--- config.mk ---
export PLATFORM = sky130hd
export DESIGN_NAME = coin_input_cond
export DESIGN_NICKNAME = d
export VERILOG_FILES = /design/src/rtl/coin_input_cond.sv
export SDC_FILE = /design/constraint.sdc
export NUM_CORES = 1
export LEC_CHECK = 0
export ABC_AREA = 1
export ABC_CLOCK_PERIOD_IN_PS = 1900
export CORE_MARGIN = 2
export CORE_UTILIZATION = 59
export DETAILED_ROUTE_END_ITERATION = 16
export PLACE_DENSITY = 0.78
export SYNTH_ARGS = -nofsm -noshare
export SYNTH_HDL_FRONTEND = slang
export SYNTH_SLANG_ARGS = --single-unit
--- constraint.sdc ---
create_clock -name clk -period 1.9 [get_ports clk]
set_clock_uncertainty 0.15 [all_clocks]
set_input_delay 0.19 -clock clk [delete_from_list [all_inputs] [get_ports clk]]
set_output_delay 0.19 -clock clk [all_outputs]
set_load 0.05 [all_outputs]
--- src/rtl/coin_input_cond.sv ---
// coin_input_cond: synchronizes and debounces coin/cancel inputs and arbitrates a single pending-coin slot.
//   clk, rst                      : clock, asynchronous active-high reset
//   dollar_raw/fifty_raw/cancel_raw : asynchronous sensor/button levels
//   insert_coin                   : downstream FSM ready to take the held coin
//   dollar/fifty/cancel           : one-cycle accepted-event pulses
//   coin_reject                   : one-cycle eject command
//   pending                       : a coin is held in the slot
module coin_input_cond #(
    parameter int DB_CYCLES = 4,
    parameter int CNT_W = 8
) (
    input  logic clk,
    input  logic rst,
    input  logic dollar_raw,
    input  logic fifty_raw,
    input  logic cancel_raw,
    input  logic insert_coin,
    output logic dollar,
    output logic fifty,
    output logic cancel,
    output logic coin_reject,
    output logic pending
);
    typedef enum logic [1:0] {IDLE, ARM, HELD, REL} state_t;
    localparam logic [CNT_W-1:0] LAST = CNT_W'(DB_CYCLES - 1);
    localparam logic [CNT_W-1:0] ONE = CNT_W'(1);
    logic [2:0] raw, sync1, sync2, ev;
    logic c_ev, rej_q, slot_v, slot_t, freed, avail, load, coin_ev;
    assign raw = {cancel_raw, fifty_raw, dollar_raw};
    always_ff @(posedge clk or posedge rst) begin
        if (rst) begin
            sync1 <= '0;
            sync2 <= '0;
        end else begin
            sync1 <= raw;
            sync2 <= sync1;
        end
    end
    // channel 0 = dollar, 1 = fifty, 2 = cancel; an event fires once on entry to HELD
    for (genvar g = 0; g < 3; g++) begin : ch
        state_t state, state_n;
        logic [CNT_W-1:0] cnt, cnt_n;
        logic hit;
        always_ff @(posedge clk or posedge rst) begin
            if (rst) begin
                state <= IDLE;
                cnt <= '0;
            end else begin
                state <= state_n;
                cnt <= cnt_n;
            end
        end
        always_comb begin
            state_n = state;
            cnt_n = cnt;
            hit = 1'b0;
            case (state)
                IDLE: if (sync2[g]) begin
                    state_n = ARM;
                    cnt_n = ONE;
                end
                ARM: if (!sync2[g]) state_n = IDLE;
                    else if (cnt == LAST) begin
                        state_n = HELD;
                        hit = 1'b1;
                    end else cnt_n = cnt + 1'b1;
                HELD: if (!sync2[g]) begin
                    state_n = REL;
                    cnt_n = ONE;
                end
                REL: if (sync2[g]) state_n = HELD;
                    else if (cnt == LAST) state_n = IDLE;
                    else cnt_n = cnt + 1'b1;
                default: state_n = IDLE;
            endcase
        end
        assign ev[g] = hit;
    end
    // the slot is freed by a release or by a cancel, so a coin arriving on that edge can take it
    assign freed = slot_v & (c_ev | insert_coin);
    assign avail = !slot_v | freed;
    assign coin_ev = ev[0] | ev[1];
    assign load = coin_ev & avail;
    always_ff @(posedge clk or posedge rst) begin
        if (rst) begin
            c_ev <= 1'b0;
            rej_q <= 1'b0;
            slot_v <= 1'b0;
            slot_t <= 1'b0;
            dollar <= 1'b0;
            fifty <= 1'b0;
            cancel <= 1'b0;
            coin_reject <= 1'b0;
        end else begin
            c_ev <= ev[2];
            rej_q <= (ev[0] & ev[1]) | (coin_ev & !avail);
            slot_v <= load | (slot_v & !freed);
            slot_t <= load ? ev[0] : slot_t;
            dollar <= !c_ev & slot_v & insert_coin & slot_t;
            fifty <= !c_ev & slot_v & insert_coin & !slot_t;
            cancel <= c_ev;
            coin_reject <= rej_q | (c_ev & slot_v);
        end
    end
    assign pending = slot_v;
endmodule
* Yosys cells after proc, flatten, opt, wreduce, memory -nomap -nowiden *
Index checks and enable logic that the tools add are counted.

word-level totals
  flip-flop bits (word level) = 44
  output and inout bits = 5
  word-level logic and storage cells = 127

operators by class
  $add $sub $neg = 3
  equal/unequal tests = 30
  muxes and demuxes = 48
  bitwise logic cells = 16
  reductions and logical operators = 14

operator list
  kind                                                                   number
  8-bit 2-to-1 mux                                                       15
  8-bit one-hot mux with 4 select lines                                  3
  2-bit 2-to-1 mux                                                       18
  8-bit by 1-bit adder with 8-bit output, second input constant          3
  8-bit by 2-bit equality test with 1-bit output, second input constant  3
  2-bit inequality test, second input constant                           12
  2-bit one-hot mux with 4 select lines                                  3
  4-bit AND reduction                                                    6
  3-bit inequality test, second input constant                           6
  2-bit equality test, second input constant                             6
  1-bit bitwise AND                                                      10
  1-bit 2-to-1 mux                                                       9
  2-bit by 1-bit equality test with 1-bit output, second input constant  3
  2-bit logical NOT                                                      3
  1-bit OR                                                               6
  1-bit logical NOT                                                      5

* Longest topological paths before layout *
  word-level depth = 7
  depth in mapped cells = 8
  mapped depth without buffers = 8

* Worst setup path after synthesis *
Ideal clock, no wire load.

  kind = flip-flop to flip-flop
  from = register ch[1].cnt[0]
  to = register ch[1].cnt[5]
  library setup time = 0.074 ns
  arrival = 1.214 ns
  required time = 1.676 ns
  path slack = 0.462 ns
  cell stages (with the launch flop) = 9
  buffers on the path = 1
  cells stage by stage = dfrtp_1 > ha_1 > nand2_1 > nor2_1 > nand2_2 > nand2_2 > buf_6 > nand2_1 > o21ai_2

on the way
  word-level cells in the longest chain between the ends = 4

ends and longest elaborated chain
  what                                                                                                      line    RTL
  start: declaration                                                                                        42      logic [CNT_W-1:0] cnt, cnt_n;
  start signal: assignment                                                                                  50      cnt <= cnt_n;
  8-bit by 1-bit adder with 8-bit output or 8-bit by 2-bit equality test with 1-bit output (tied branches)  -
  8-bit 2-to-1 mux *                                                                                        63, 72
  8-bit 2-to-1 mux, on equally long branches                                                                71, 62
  8-bit one-hot mux with 4 select lines *                                                                   57      case (state)

Every way passes the cells marked *; elsewhere a longest branch is shown, timed or not. The select of a mux whose other input is x is not followed.
A chain may end at the register's enable or synchronous reset.

* Worst setup path in the final report *
  from = register slot_v (netlist: pending)
  to = output port pending

RTL lines
  what                      line  RTL
  start: declaration        28    logic c_ev, rej_q, slot_v, slot_t, freed, avail, load, coin_ev;
  start signal: assignment  97    slot_v <= load | (slot_v & !freed);
  end: declaration          22    output logic pending

No word-level cell between the ends.

==> metrics.yaml <==
totalWireLength_um: 3750
start_util_pct: 61.1
ys_seq_elements: 44
worstPathRequired_ns: 1.56
area_growth_syn_to_layout_pct: 12.3
end_kind: "output pin"
grt_max_degree: 45
fin_crit_sh_pct: 96.1
numCtsBuffers: 5
coreArea_um2: 3630
setup_viol: 0
relSlewSlack_pct: 65.2
drc: 0
layout.nets: 296
pwr-share-seq_pct: 45.7
worstPathMaxFanout: 3
post_cts_resize_count: 0
hp-class: "in2async"
internal-power_w: 0.00184
dp_hpwl_um: 2740
synth_fp_nets: 279
syn_area_per_cell_um2: 8.22
crit_path_cell_trace: "clkdlybuf4s50_1"
startpoint_type: "flip-flop"
p_switching_w: 0.00110
antennaDiodeCount: 0
path_delay_family: "buffers and inverters"
cts_root_buffer: "clkbuf_8"
place.gp.congestion: 0.773
cts.htree.levels: 2
die-height_um: 65.3
cpMaxStageDelayCell: "clkdlybuf4s50_1"
p_clk_share_pct: 23.8
clk_pin_slew_ns: 0.08
hold_violations: 0
syn_inst: 270
clock.fmax_mhz: 548
crit_type: "reg2out"
ir_drop_uv: 678
leakage_nw: 1.15
worst-path-buf-inv: 1
tightest_slew_ns: 0.521
grt_first_pass_wirelength_um: 6870
combPwrFrac_pct: 30.5
ys_warn_count: 0
reg2reg_from: "ch[1].cnt[0]"
antenna_left: 0
power.density_nw_per_um2: 1180
period_needed_ns: 1.83
total_power_w: 0.00294
cts_tree: "done"
most-common-layout-cells: "nand2_1, dfrtp_1, inv_1"
drive_above_1_share_pct: 9.72
dieArea_um2: 4270
cp.arrival_ns: 1.49
cap_violations: 0
outcome: "finished clean"
via_count: 1680
grt_pass1_vias: 1630
reg2reg_depth: 8
synthesis.area_um2: 2220
antenna_found_initial: 0
critical_path.max_stage_delay_ns: 0.81
layout_commonest_cell: "nand2_1"
ioPinCount: 11
row_count: 22
routedWlPerCell_um: 11.1
rsz0062_at_grt: "false"
setup-tns-final_ns: 0
grt-ovfl-total: 0
synth_cell_types: 27
drt_iter0_drc: 120
crit_cells: 1
switching_share_pct: 37.5
drv_slew: 0
post-cts-setup-buffers: 0
startpoint: "pending"
synth_edf_count: 0
viasPerCell: 5.00
synth_seq_area_share_pct: 49.6
place.port_buffers: 10
ctsHoldBuffers: 0
drt-pass1-iter-count: 4
insertion_delay_ns: 0.29
cts.sinks: 44
grt_use_total_pct: 20.8
dominantRegCellSynth: "dfrtp_1"
cts_buffer_depth: 2
async_reset_ff_share_pct: 100
die_x_um: 65.3
[worst paths after layout]
check,slack [ns],endpoint
worst max-delay path,0.07,pending
worst min-delay path,0.08,ch[2].cnt[5]
worst max register to register,0.20,ch[1].cnt[4]
worst min register to register,0.20,sync2[1]
max in group asynchronous,1.31,ch[1].cnt[1]
min in group clk,0.17,sync1[2]
[registers in the layout, summed over array words and instances (netlist names), named ones only]
register and flops:
c_ev 1, ch.state 3, ch.cnt 24, fifty 1, cancel 1, dollar 1
sync2 3, pending 1, coin_reject 1, slot_t 1, rej_q 1, sync1 3
[metal layers]
metal | wire length, um | track usage [%] | share of wire [%]
met4 | 34 | 4.69 | 0.91
met1 | 1840 | 27.3 | 49
met2 | 1770 | 35.5 | 47
met5 | 0 | 0 | 0
met3 | 102 | 4.62 | 2.7
[area by class of cell]
class | count | area (um^2)
Fill cell | 313 | 1140
Multi-Input combinational cell | 186 | 953
Inverter | 38 | 143
Sequential cell | 44 | 1100
Timing Repair Buffer | 12 | 128
Clock buffer | 6 | 72.6
Tap cell | 48 | 60.1
Clock inverter | 2 | 35.0
[worst register-to-register path: stages (launching register included)]
cell and delay [ns]:
dfrtp_1 0.43, ha_1 0.23, nand2_1 0.07, nor2_1 0.16, nand2_2 0.10, nand2_2 0.22, inv_2 0.11, nand3b_1 0.09
nand2_1 0.05
[stage by stage]
stage | cells | utilization [%] | cell area, um^2 | hold slack, ns | setup slack (ns)
global placement | 328 | 65.6 | 2380 | 0.184 | 0.248
global route | 336 | 68.6 | 2490 | 0.123 | 0.0125
detailed placement | 328 | 65.6 | 2380 | 0.187 | 0.195
CTS | 336 | 68.6 | 2490 | 0.0940 | 0.0604
floorplan | 270 | - | 2220 | 0.0714 | 0.462
finish | 336 | 68.6 | 2490 | 0.0832 | 0.0742
[power groups by stage]
stage          clock network [W]  logic, W  registers, W
6_report                0.000700  0.000897       0.00134
2_1_floorplan                  0  0.000721       0.00134
4_1_cts                 0.000709  0.000907       0.00134
3_5_place_dp                   0  0.000902       0.00136
5_1_grt                 0.000745   0.00104       0.00138
3_3_place_gp                   0  0.000885       0.00135
[kinds of logic (layout without fill, tap and decap cells)]
| group | Yosys count | after routing | synth area share [%] |
|---|---|---|---|
| simple gates | 138 | 138 | 27.7 |
| flops | 44 | 44 | 49.6 |
| buf+inv | 40 | 58 | 7.44 |
| compound gates | 34 | 34 | 9.19 |
| xor+xnor | 11 | 11 | 4.34 |
| fa+ha+maj | 3 | 3 | 1.69 |
[synthesized netlist by cell type (3+ instances only)]
cell type  count  area share (%)
o21ai_2        4             1.6
ha_1           3             1.7
xor2_1         7             2.8
o21ai_0       22             5.0
o21ai_1        3            0.68
nor2_1        27             4.6
xnor2_1        4             1.6
dfrtp_1       44              50
nand3_1       23             5.2
inv_2          3            0.51
inv_1         35             5.9
nand2_2        4             1.1
nand4_1        4             1.1
nor3_1         3            0.68
nand2_1       69              12
No activity file was read; power rests on OpenSTA's default activity.
